--- config.mk ---
export PLATFORM = sky130hd
export DESIGN_NAME = lenet_frame_ctrl_flat
export DESIGN_NICKNAME = d
export VERILOG_FILES = /design/src/rtl/lenet_frame_ctrl_if.sv /design/src/rtl/lenet_frame_ctrl.sv /design/src/flat_wrapper.sv
export SDC_FILE = /design/constraint.sdc
export NUM_CORES = 1
export LEC_CHECK = 0
export CAP_MARGIN = 0
export CORE_MARGIN = 1
export CORE_UTILIZATION = 46
export DETAILED_ROUTE_END_ITERATION = 12
export PLACE_DENSITY = 0.68
export SLEW_MARGIN = 20
export SYNTH_ARGS = -nofsm -noshare
export SYNTH_HDL_FRONTEND = slang
export SYNTH_SLANG_ARGS = --single-unit
--- constraint.sdc ---
create_clock -name clk -period 6.7 [get_ports clk]
set_input_delay 1.005 -clock clk [delete_from_list [all_inputs] [get_ports clk]]
set_output_delay 1.005 -clock clk [all_outputs]
set_load 0.03 [all_outputs]
--- src/rtl/lenet_frame_ctrl_if.sv ---
// Host/engine control bundle for the LeNet frame controller.
// The master side is the host plus the convolution engine; the slave side is the controller.
interface lenet_frame_ctrl_if #(
  parameter int CNT_WIDTH       = 20,
  parameter int FRAME_CNT_WIDTH = 16
);
  logic                       frame_valid;
  logic                       frame_ready;
  logic                       conv_start;
  logic                       conv_done;
  logic                       fc1_done;
  logic                       fc2_done;
  logic                       fc_done;
  logic                       result_valid;
  logic                       result_ready;
  logic                       abort;
  logic                       err_clr;
  logic                       busy;
  logic                       timeout_err;
  logic [1:0]                 err_phase;
  logic [CNT_WIDTH-1:0]       conv_cycles;
  logic [CNT_WIDTH-1:0]       fc_cycles;
  logic [FRAME_CNT_WIDTH-1:0] frame_cnt;

  modport master (
    output frame_valid, conv_done, fc1_done, fc2_done, result_ready, abort, err_clr,
    input  frame_ready, conv_start, fc_done, result_valid, busy, timeout_err, err_phase,
           conv_cycles, fc_cycles, frame_cnt
  );

  modport slave (
    input  frame_valid, conv_done, fc1_done, fc2_done, result_ready, abort, err_clr,
    output frame_ready, conv_start, fc_done, result_valid, busy, timeout_err, err_phase,
           conv_cycles, fc_cycles, frame_cnt
  );
endinterface

--- src/rtl/lenet_frame_ctrl.sv ---
// Frame-level scheduler for the LeNet accelerator. It sequences conv -> fc1 -> fc2 -> retire -> result,
// and runs a per-phase watchdog plus per-frame performance counters.
module lenet_frame_ctrl #(
  parameter int CNT_WIDTH       = 20,
  parameter int TIMEOUT_CYC     = 500000,
  parameter int FRAME_CNT_WIDTH = 16
) (
  input  logic              clk,
  input  logic              srst,
  lenet_frame_ctrl_if.slave io
);

  typedef enum logic [2:0] {
    S_IDLE, S_START, S_CONV, S_FC1, S_FC2, S_RETIRE, S_RESULT, S_ERR
  } state_e;

  localparam logic [CNT_WIDTH-1:0] CNT_MAX  = '1;
  localparam logic [CNT_WIDTH-1:0] WD_LIMIT = CNT_WIDTH'(TIMEOUT_CYC - 1);

  state_e                     state_q, state_d;
  logic [CNT_WIDTH-1:0]       wd_q, wd_d;
  logic [CNT_WIDTH-1:0]       fc_acc_q, fc_acc_d;
  logic [CNT_WIDTH-1:0]       conv_cycles_q, conv_cycles_d;
  logic [CNT_WIDTH-1:0]       fc_cycles_q, fc_cycles_d;
  logic [FRAME_CNT_WIDTH-1:0] frame_cnt_q, frame_cnt_d;
  logic                       aborted_q, aborted_d;
  logic                       timeout_err_q, timeout_err_d;
  logic [1:0]                 err_phase_q, err_phase_d;
  logic                       wd_hit;

  function automatic logic [CNT_WIDTH-1:0] sat_inc(input logic [CNT_WIDTH-1:0] v);
    return (v == CNT_MAX) ? v : v + CNT_WIDTH'(1);
  endfunction

  assign wd_hit = (wd_q == WD_LIMIT);

  // Priority inside each busy phase: abort, then the expected strobe, then the watchdog.
  always_comb begin
    state_d       = state_q;
    wd_d          = wd_q;
    fc_acc_d      = fc_acc_q;
    conv_cycles_d = conv_cycles_q;
    fc_cycles_d   = fc_cycles_q;
    frame_cnt_d   = frame_cnt_q;
    aborted_d     = aborted_q;
    timeout_err_d = timeout_err_q;
    err_phase_d   = err_phase_q;
    unique case (state_q)
      S_IDLE: begin
        aborted_d = 1'b0;
        if (io.frame_valid) state_d = S_START;
      end
      S_START: begin
        wd_d = '0;
        if (io.abort) begin
          aborted_d = 1'b1;
          state_d   = S_RETIRE;
        end else begin
          state_d = S_CONV;
        end
      end
      S_CONV: begin
        if (io.abort) begin
          aborted_d = 1'b1;
          state_d   = S_RETIRE;
        end else if (io.conv_done) begin
          conv_cycles_d = sat_inc(wd_q);
          wd_d          = '0;
          fc_acc_d      = '0;
          state_d       = S_FC1;
        end else if (wd_hit) begin
          timeout_err_d = 1'b1;
          err_phase_d   = 2'd1;
          state_d       = S_ERR;
        end else begin
          wd_d = sat_inc(wd_q);
        end
      end
      S_FC1: begin
        fc_acc_d = sat_inc(fc_acc_q);
        if (io.abort) begin
          aborted_d = 1'b1;
          state_d   = S_RETIRE;
        end else if (io.fc1_done) begin
          wd_d    = '0;
          state_d = S_FC2;
        end else if (wd_hit) begin
          timeout_err_d = 1'b1;
          err_phase_d   = 2'd2;
          state_d       = S_ERR;
        end else begin
          wd_d = sat_inc(wd_q);
        end
      end
      S_FC2: begin
        fc_acc_d = sat_inc(fc_acc_q);
        if (io.abort) begin
          aborted_d = 1'b1;
          state_d   = S_RETIRE;
        end else if (io.fc2_done) begin
          fc_cycles_d = sat_inc(fc_acc_q);
          state_d     = S_RETIRE;
        end else if (wd_hit) begin
          timeout_err_d = 1'b1;
          err_phase_d   = 2'd3;
          state_d       = S_ERR;
        end else begin
          wd_d = sat_inc(wd_q);
        end
      end
      S_RETIRE: begin
        // Aborted frames still release memory via fc_done but never count or present a result.
        if (aborted_q) begin
          state_d = S_IDLE;
        end else begin
          frame_cnt_d = frame_cnt_q + FRAME_CNT_WIDTH'(1);
          state_d     = S_RESULT;
        end
      end
      S_RESULT: begin
        if (io.result_ready) state_d = S_IDLE;
      end
      S_ERR: begin
        if (io.err_clr) begin
          timeout_err_d = 1'b0;
          err_phase_d   = 2'd0;
          state_d       = S_IDLE;
        end
      end
      default: state_d = S_IDLE;
    endcase
  end

  always_ff @(posedge clk or posedge srst) begin
    if (srst) begin
      state_q       <= S_IDLE;
      wd_q          <= '0;
      fc_acc_q      <= '0;
      conv_cycles_q <= '0;
      fc_cycles_q   <= '0;
      frame_cnt_q   <= '0;
      aborted_q     <= 1'b0;
      timeout_err_q <= 1'b0;
      err_phase_q   <= 2'd0;
    end else begin
      state_q       <= state_d;
      wd_q          <= wd_d;
      fc_acc_q      <= fc_acc_d;
      conv_cycles_q <= conv_cycles_d;
      fc_cycles_q   <= fc_cycles_d;
      frame_cnt_q   <= frame_cnt_d;
      aborted_q     <= aborted_d;
      timeout_err_q <= timeout_err_d;
      err_phase_q   <= err_phase_d;
    end
  end

  assign io.frame_ready  = (state_q == S_IDLE);
  assign io.conv_start   = (state_q == S_START);
  assign io.fc_done      = (state_q == S_RETIRE);
  assign io.result_valid = (state_q == S_RESULT);
  assign io.busy         = (state_q != S_IDLE) && (state_q != S_ERR);
  assign io.timeout_err  = timeout_err_q;
  assign io.err_phase    = err_phase_q;
  assign io.conv_cycles  = conv_cycles_q;
  assign io.fc_cycles    = fc_cycles_q;
  assign io.frame_cnt    = frame_cnt_q;

endmodule

--- src/flat_wrapper.sv ---
// flat-port wrapper written by rule: the top's interface ports become plain ports
module lenet_frame_ctrl_flat 
#(
  parameter int CNT_WIDTH       = 20,
  parameter int TIMEOUT_CYC     = 500000,
  parameter int FRAME_CNT_WIDTH = 16
)
  (clk, srst, io_frame_valid, io_conv_done, io_fc1_done, io_fc2_done, io_result_ready, io_abort, io_err_clr, io_frame_ready, io_conv_start, io_fc_done, io_result_valid, io_busy, io_timeout_err, io_err_phase, io_conv_cycles, io_fc_cycles, io_frame_cnt);
  lenet_frame_ctrl_if #(.CNT_WIDTH(CNT_WIDTH), .FRAME_CNT_WIDTH(FRAME_CNT_WIDTH)) io_i ();
  input  logic clk;
  input  logic srst;
  input wire logic [$bits(io_i.frame_valid)-1:0] io_frame_valid;
  input wire logic [$bits(io_i.conv_done)-1:0] io_conv_done;
  input wire logic [$bits(io_i.fc1_done)-1:0] io_fc1_done;
  input wire logic [$bits(io_i.fc2_done)-1:0] io_fc2_done;
  input wire logic [$bits(io_i.result_ready)-1:0] io_result_ready;
  input wire logic [$bits(io_i.abort)-1:0] io_abort;
  input wire logic [$bits(io_i.err_clr)-1:0] io_err_clr;
  output wire logic [$bits(io_i.frame_ready)-1:0] io_frame_ready;
  output wire logic [$bits(io_i.conv_start)-1:0] io_conv_start;
  output wire logic [$bits(io_i.fc_done)-1:0] io_fc_done;
  output wire logic [$bits(io_i.result_valid)-1:0] io_result_valid;
  output wire logic [$bits(io_i.busy)-1:0] io_busy;
  output wire logic [$bits(io_i.timeout_err)-1:0] io_timeout_err;
  output wire logic [$bits(io_i.err_phase)-1:0] io_err_phase;
  output wire logic [$bits(io_i.conv_cycles)-1:0] io_conv_cycles;
  output wire logic [$bits(io_i.fc_cycles)-1:0] io_fc_cycles;
  output wire logic [$bits(io_i.frame_cnt)-1:0] io_frame_cnt;
  assign io_i.frame_valid = io_frame_valid;
  assign io_i.conv_done = io_conv_done;
  assign io_i.fc1_done = io_fc1_done;
  assign io_i.fc2_done = io_fc2_done;
  assign io_i.result_ready = io_result_ready;
  assign io_i.abort = io_abort;
  assign io_i.err_clr = io_err_clr;
  assign io_frame_ready = io_i.frame_ready;
  assign io_conv_start = io_i.conv_start;
  assign io_fc_done = io_i.fc_done;
  assign io_result_valid = io_i.result_valid;
  assign io_busy = io_i.busy;
  assign io_timeout_err = io_i.timeout_err;
  assign io_err_phase = io_i.err_phase;
  assign io_conv_cycles = io_i.conv_cycles;
  assign io_fc_cycles = io_i.fc_cycles;
  assign io_frame_cnt = io_i.frame_cnt;
  lenet_frame_ctrl #(.CNT_WIDTH(CNT_WIDTH), .TIMEOUT_CYC(TIMEOUT_CYC), .FRAME_CNT_WIDTH(FRAME_CNT_WIDTH)) u_core (.clk(clk), .srst(srst), .io(io_i));
endmodule
Yosys cells after proc, flatten, opt, wreduce, memory -nomap -nowiden
Index checks and enable logic that the tools add are counted.
- bits in registers: 103
- bits of input ports: 9
- logic and storage cells: 105
- $add $sub $neg: 3
- eq/ne operators: 25
- multiplexer cells: 48
- bitwise operators: 2
- reductions and logical operators: 18
- operators with widths (cell ; count):
    20-bit 2-to-1 mux ; 11
    20-bit case mux with 4 select lines ; 1
    20-bit by 1-bit adder with 20-bit output, second input constant ; 2
    20-bit equality test, second input constant ; 2
    20-bit case mux with 2 select lines ; 1
    3-bit 2-to-1 mux ; 12
    3-bit case mux with 8 select lines ; 1
    20-bit by 19-bit equality test with 1-bit output, second input constant ; 1
    2-bit 2-to-1 mux ; 10
    2-bit inequality test, second input constant ; 10
    16-bit by 1-bit adder with 16-bit output, second input constant ; 1
    3-bit equality test, second input constant ; 4
    3-bit AND reduction ; 4
    11-bit AND reduction ; 1
    1-bit 2-to-1 mux ; 9
    2-bit by 1-bit inequality test with 1-bit output, second input constant ; 4
    2-bit case mux with 4 select lines ; 1
    8-bit AND reduction ; 1
    4-bit nonzero test ; 2
    3-bit by 2-bit equality test with 1-bit output, second input constant ; 2
    5-bit AND reduction ; 1
    1-bit case mux with 4 select lines ; 1
    2-bit AND reduction ; 2
    2-bit nonzero test ; 2
    9 further kinds ; 10

Logic depth before layout (Yosys ltp)
Gate-level depths: netlist of the first run.
- word-level depth: 6
- depth in mapped cells: 8
- gate-level depth less buffers: 6

Worst setup path before layout of the first run
No wires, ideal clock.
- kind: register -> output
- start point: register u_core.state_q[0]
- end point: output port io_busy
- arrival: 2032 ps
- required time: 5695 ps
- slack: 3663 ps
- stages on the path, launching flop included: 5
- buffers on the path: 2
- cell sequence: dfrtp_1 > clkbuf_1 > buf_1 > nor3_1 > nor2b_1
- word-level cells in the longest chain between the ends: 2
- elaborated cells on any way between the ends: 3
- ends and longest elaborated chain (what ; line ; RTL):
    start: declaration ; lenet_frame_ctrl.sv:20 ; state_e state_q, state_d;
    start signal: assignment ; lenet_frame_ctrl.sv:146 ; state_q <= state_d;
    3-bit inequality test / 3-bit nonzero test (equally long branches) ; lenet_frame_ctrl.sv:162 ; assign io.busy = (state_q != S_IDLE) && (state_q != S_ERR);
    1-bit logical AND (*) ; lenet_frame_ctrl.sv:162 ;
    end: declaration ; flat_wrapper.sv:23 ; output wire logic [$bits(io_i.busy)-1:0] io_busy;
Mark *: on every way between the ends. The rest lies on a longest branch, timed or not.

Worst setup path after layout of the first run
- start point: register u_core.state_q[0]
- end point: output port io_frame_ready
- word-level cells in the longest chain between the ends: 1
- ends and longest elaborated chain (what ; line ; RTL):
    3-bit logical NOT ; lenet_frame_ctrl.sv:158 ; assign io.frame_ready = (state_q == S_IDLE);
    end: declaration ; flat_wrapper.sv:19 ; output wire logic [$bits(io_i.frame_ready)-1:0] io_frame_ready;
Every way passes these cells.

==> results of run 1 <==
[logic make-up (layout without fill, tap and decap cells)]
group / count (synthesis) / in the layout
multiplexers: 11 / 11
XOR/XNOR: 45 / 45
flip-flops: 103 / 103
AO/OA/AOI/OAI: 163 / 163
buffers and inverters: 54 / 105
AND/OR/NAND/NOR: 256 / 256
adder cells (fa/ha/maj): 3 / 3
[per-stage QoR]
| step | instances | area [sq um] | hold slack [ps] | setup WS, ps |
|---|---|---|---|---|
| 2_1_floorplan | 635 | 5670 | 480 | 2990 |
| 3_3_place_gp | 818 | 6430 | 460 | 3340 |
| 3_5_place_dp | 818 | 6430 | 468 | 3310 |
| 4_1_cts | 833 | 6750 | 482 | 3440 |
| 5_1_grt | 833 | 6760 | 500 | 3310 |
| 6_report | 833 | 6760 | 476 | 3410 |
[state kept, by name, indices dropped and copies added (netlist names)]
name / flops
u_core.io.timeout_err: 1
u_core.wd_q: 20
u_core.io.frame_cnt: 16
u_core.io.err_phase: 2
u_core.io.conv_cycles: 20
u_core.io.fc_cycles: 20
u_core.aborted_q: 1
u_core.fc_acc_q: 20
u_core.state_q: 3
[cell usage after synthesis (3+ instances only)]
master | instances | area [sq um]
inv_1 | 15 | 56.3
mux2i_1 | 10 | 100
o211ai_1 | 11 | 82.6
nor4_1 | 8 | 50.1
and3_1 | 8 | 50.1
a31oi_1 | 13 | 81.3
nand4_1 | 10 | 62.6
and4_1 | 3 | 26.3
xor2_1 | 22 | 193
ha_1 | 3 | 37.5
nor2_1 | 34 | 128
dfrtp_1 | 103 | 2580
a21o_1 | 8 | 60.1
nor2b_1 | 6 | 37.5
and2_1 | 4 | 25.0
o21ai_0 | 57 | 285
o22ai_1 | 3 | 18.8
or3_1 | 16 | 100
buf_2 | 7 | 35.0
a211oi_1 | 4 | 30.0
nand2b_1 | 4 | 25.0
o311ai_0 | 4 | 35.0
or4_1 | 11 | 82.6
o31ai_1 | 7 | 52.6
clkbuf_1 | 28 | 105
nor4b_1 | 3 | 26.3
xnor2_1 | 23 | 201
a21oi_1 | 35 | 175
nand2_1 | 86 | 323
nor3_1 | 20 | 100
nand3_1 | 27 | 135
[layer usage]
layer  share of wire (%)  track usage, %
met3                 4.2            4.07
met4                 1.0            6.58
met5                   0               0
met2                  48            35.3
met1                  47            31.0
[final timing paths]
| check | start | end | slack [ps] | cells past startpoint |
|---|---|---|---|---|
| hold reg to reg | u_core.io.fc_cycles[15]$_DFFE_PP0P_ | u_core.io.fc_cycles[15]$_DFFE_PP0P_ | 480 | 2 |
| min in group asynchronous | srst | u_core.io.frame_cnt[4]$_DFFE_PP0P_ | 950 | 2 |
| setup / recovery | u_core.state_q[0]$_DFFE_PP0P_ | io_frame_ready | 3410 | 2 |
| setup reg to reg | u_core.state_q[2]$_DFFE_PP0P_ | u_core.io.frame_cnt[15]$_DFFE_PP0P_ | 3810 | 5 |
| max in group asynchronous | srst | u_core.wd_q[18]$_DFFE_PP0P_ | 4710 | 3 |
| hold / removal | u_core.io.fc_cycles[15]$_DFFE_PP0P_ | u_core.io.fc_cycles[15]$_DFFE_PP0P_ | 480 | 2 |
[final cells by class]
type	instances	area, sq um
fillers	1091	5260
multi-input cells	478	2880
repair buffers	75	747
flip-flops and latches	103	2580
inverters	15	58.8
well taps	147	184
clock buffers	11	243
clock inverters	4	70.1
[where the power goes]
group,internal [mW],total [mW],switching [mW]
Combinational,0.383,0.999,0.616
Clock,0.335,0.575,0.240
Sequential,0.759,0.940,0.182
Total,1.48,2.51,1.04
[worst register-to-register path: stages, from the launching register on]
cell	delay [ps]
dfrtp_1	820
nor4bb_1	890
nand4_1	340
nor3_1	420
nand3_1	160
xnor2_1	150
==> results.toml, run 1 <==
[status]
status = "finished clean"

[clock_network]
cts_setup_buffers = 0
tritoncts = "done"
cts_buffer_depth = 2
cts_buffers = 9
worstSkewPairLatency_ps = 360
clk_pin_slew_ps = 70
cts_resized = 0
root_buffer = "clkbuf_16"
cts_max_level = 3
numClockSinks = 103
holdBufCountCts = 0

[logic_synthesis]
async_flop_share_pct = 100
yosysWarnings = 0
syn_area_sq_um = 5670
synth_top_family_by_area = "simple AND/OR/NAND/NOR gates"
postSynthAreaPerCell_sq_um = 8.93
yosys.area_share.simple_pct = 23.2
synth_compound_area_share_pct = 17.8
synth_nets = 647
synthXorXnorAreaFrac_pct = 6.95
synth_cell_types = 67
synthAdderAreaFrac_pct = 0.662
ys_seq_area_share_pct = 45.5
synth_flop_cell = "dfrtp_1"
synthMuxAreaShare_pct = 1.96
syn_inst = 635
yosys_register_bits = 103
synth_edf_count = 0

[drt]
drt_pass1_iterations = 5
postRouteAntennaNets = 0
drt-total-wl_um = 13400
num_vias = 4929
wire_per_inst_um = 16.1
viasPerCell = 5.92
drt_iter0_drc = 291
drc = 0

[finish]
diodes = 0
final_nets = 694
syn_to_final_growth_pct = 19.1
utilization_pct = 56.2
drive_above_1_share_pct = 4.37
final_cell_mix = "dfrtp_1, nand2_1, clkdlybuf4s50_1"
final_common_cell = "dfrtp_1"

[place]
io_buffers = 72
gp_congestion = 0.888
hpwl_um = 9150

[timing]
slew_headroom_pct = 32.6
period_share_pct = 49.1
setup_violations = 0
clock_skew_ps = 8.61
hold_violations = 0
fmax_mhz = 304
rsz0062_at_grt = "false"
slew_viol_final = 0
tightest_slew_ps = 1010
final.min_clock_period_ps = 3290
tns_ps = 0

[pwr]
cellPowerDensity_nw_per_um2 = 372
irDropWorstVdd_uv = 167
leakage_nw = 2.70
total_power_mw = 2.51

[worst_setup_path]
path_buf_inv = 1
cp.required_ps = 5690
path_cells = "nor3_1, clkdlybuf4s50_1"
critPathKind = "flop to primary output"
critPathLaunchType = "flop"
slowest_delay_ps = 760
cp_slowest_cell = "clkdlybuf4s50_1"
critical_path.max_fanout = 25
arrival_ps = 2280
crit_family = "buffers and inverters"
endpoint_kind = "primary output"

[die]
die_area_sq_um = 12800
start_util_pct = 47.2
pin_count = 73
coreArea_sq_um = 12000
std_cell_rows = 40
fp.dieH_um = 113
die_x_um = 113

[grt]
grt_pass1_vias = 4493
gr-total-overflow = 0
grt_pass1_wl_um = 22800
grt_usage_pct = 22.2
grt_antenna_before_repair = 0
grt_max_degree = 84

[flow_run]
maxCapViolations = 0

[worst_hold_path]
hold_class = "flop to flop"
No activity file was read; power rests on OpenSTA's default activity.
==> run 2: changes to the inputs <==
--- a/config.mk
+++ b/config.mk
@@ -9,7 +9,7 @@
 export CORE_MARGIN = 1
 export CORE_UTILIZATION = 46
 export DETAILED_ROUTE_END_ITERATION = 12
-export PLACE_DENSITY = 0.68
+export PLACE_DENSITY = 0.71
 export SLEW_MARGIN = 20
 export SYNTH_ARGS = -nofsm -noshare
 export SYNTH_HDL_FRONTEND = slang
==> constraint.sdc (replaced) <==
create_clock -name clk -period 2.75 [get_ports clk]
set_input_delay 0.4125 -clock clk [delete_from_list [all_inputs] [get_ports clk]]
set_output_delay 0.4125 -clock clk [all_outputs]
set_load 0.03 [all_outputs]
==> run 2 against run 1 <==
Effect of this change:
- worst hold slack better by 1.9 ps
- worst setup slack worse by 3200 ps
- critical endpoint is now io_busy
- highest routed layer unchanged
- clock-buffer cell count down 2
- critical path type unchanged
- total power increased by 140%
- register-to-register slack lost 3500 ps
- sequential power up 140%
- largest cell class unchanged
==> results.toml, run 2 (synthesized netlist as in run 1, its figures left out) <==
[status]
status = "finished clean"

[timing]
slew_viol_final = 0
clock_skew_ps = 9.56
tns_ps = 0
fmax_mhz = 391
final.min_clock_period_ps = 2560
hold_violations = 0
setup_violations = 0
period_share_pct = 93.1
whs_ps = 478
tightest_slew_ps = 787
rsz0062_at_grt = "false"
slew_headroom_pct = 47.0

[worst_setup_path]
cp.required_ps = 2340
critical_path.max_fanout = 19
critPathLaunchType = "flop"
critPathKind = "flop to primary output"
arrival_ps = 2150
endpoint_kind = "primary output"
cp-startpoint = "u_core.state_q[0]$_DFFE_PP0P_"
r2r_start = "u_core.wd_q[0]$_DFFE_PP0P_"

[die]
start_util_pct = 47.2
coreArea_sq_um = 12000
pin_count = 73
die_x_um = 113
fp.dieH_um = 113
die_area_sq_um = 12800
std_cell_rows = 40

[clock_network]
cts_setup_buffers = 0
cts_max_level = 3
cts_buffer_depth = 2
cts_buffers = 9
root_buffer = "clkbuf_16"
tritoncts = "done"
numClockSinks = 103
clk_pin_slew_ps = 70
worstSkewPairLatency_ps = 360

[worst_hold_path]
hold_class = "flop to flop"
min_from = "u_core.io.fc_cycles[10]$_DFFE_PP0P_"

[drt]
viasPerCell = 5.79
wire_per_inst_um = 15.4
drt_iter0_drc = 249
num_vias = 4949
drt_pass1_iterations = 5
drc = 0
postRouteAntennaNets = 0
drt-total-wl_um = 13100

[finish]
syn_to_final_growth_pct = 21.5
diodes = 0
final_common_cell = "dfrtp_1"
final_cell_mix = "dfrtp_1, nand2_1, clkdlybuf4s50_1"
final_nets = 715
drive_above_1_share_pct = 7.49

[grt]
grt_max_degree = 104
gr-total-overflow = 0
grt_usage_pct = 22.0
grt_pass1_wl_um = 22600
grt_pass1_vias = 4660
grt_antenna_before_repair = 0

[place]
gp_congestion = 0.910
io_buffers = 72
hpwl_um = 9450

[pwr]
cellPowerDensity_nw_per_um2 = 890
leakage_nw = 2.79
irDropWorstVdd_uv = 447

[flow_run]
maxCapViolations = 0
[run 2: path summary, 6_finish.rpt]
| check | end | slack [ps] | cells after the start |
|---|---|---|---|
| max in group asynchronous | u_core.wd_q[19]$_DFFE_PP0P_ | 1770 | 3 |
| max reg2reg | u_core.wd_q[14]$_DFFE_PP0P_ | 340 | 6 |
| min | u_core.io.fc_cycles[10]$_DFFE_PP0P_ | 480 | 2 |
| min in group asynchronous | u_core.io.frame_cnt[4]$_DFFE_PP0P_ | 550 | 3 |
| min reg2reg | u_core.io.fc_cycles[10]$_DFFE_PP0P_ | 480 | 2 |
| max | io_busy | 190 | 4 |
[run 2: what timing repair did]
action                     4_1_cts  5_1_grt
hold buffers                     0        0
gates resized for setup          0        1
setup endpoints to repair        0        2
[run 2: worst max-delay path: stages (launching register included)]
cell	delay, ps
dfrtp_1	680
buf_4	250
nand3_1	90
nor2b_1	160
clkdlybuf4s50_1	600
[run 2: layer usage]
| metal | GRT usage (%) | wire, um | vias up |
|---|---|---|---|
| met4 | 8.07 | 234 | 0 |
| met5 | 0 | 0 | - |
| li1 | - | - | 2437 |
| met2 | 36.0 | 6390 | 114 |
| met1 | 29.2 | 6020 | 2377 |
| met3 | 4.12 | 497 | 21 |
[run 2: metrics by stage]
step	util (%)	cell area, sq um	total power, mW	instances	setup slack, ps
final	57.4	6890	6.13	855	190
after global routing	57.4	6890	6.52	855	85.7
after CTS	57.3	6890	6.17	855	41.9
after floorplan	-	5670	3.94	635	305
after global placement	55.0	6600	4.86	839	230
after detailed placement	55.0	6600	4.93	839	183
[run 2: area by class of cell]
type | instances | area, sq um
Multi-Input combinational cell | 478 | 2870
Fill cell | 1103 | 5120
Clock inverter | 7 | 56.3
Sequential cell | 103 | 2580
Clock buffer | 9 | 225
Tap cell | 147 | 184
Inverter | 15 | 60.1
Timing Repair Buffer | 96 | 913
[run 2: where the power goes]
| part | internal (mW) | switching (mW) | total [mW] |
|---|---|---|---|
| Sequential | 1.85 | 0.388 | 2.24 |
| Clock | 0.623 | 0.597 | 1.22 |
| Combinational | 1.07 | 1.60 | 2.67 |
==> run 3: changes to the inputs <==
--- a/config.mk
+++ b/config.mk
@@ -10,7 +10,6 @@
 export CORE_UTILIZATION = 46
 export DETAILED_ROUTE_END_ITERATION = 12
 export PLACE_DENSITY = 0.71
-export SLEW_MARGIN = 20
 export SYNTH_ARGS = -nofsm -noshare
 export SYNTH_HDL_FRONTEND = slang
 export SYNTH_SLANG_ARGS = --single-unit
==> results of run 3 <==
Final layout, timing and power as in run 2 (identical DEF).
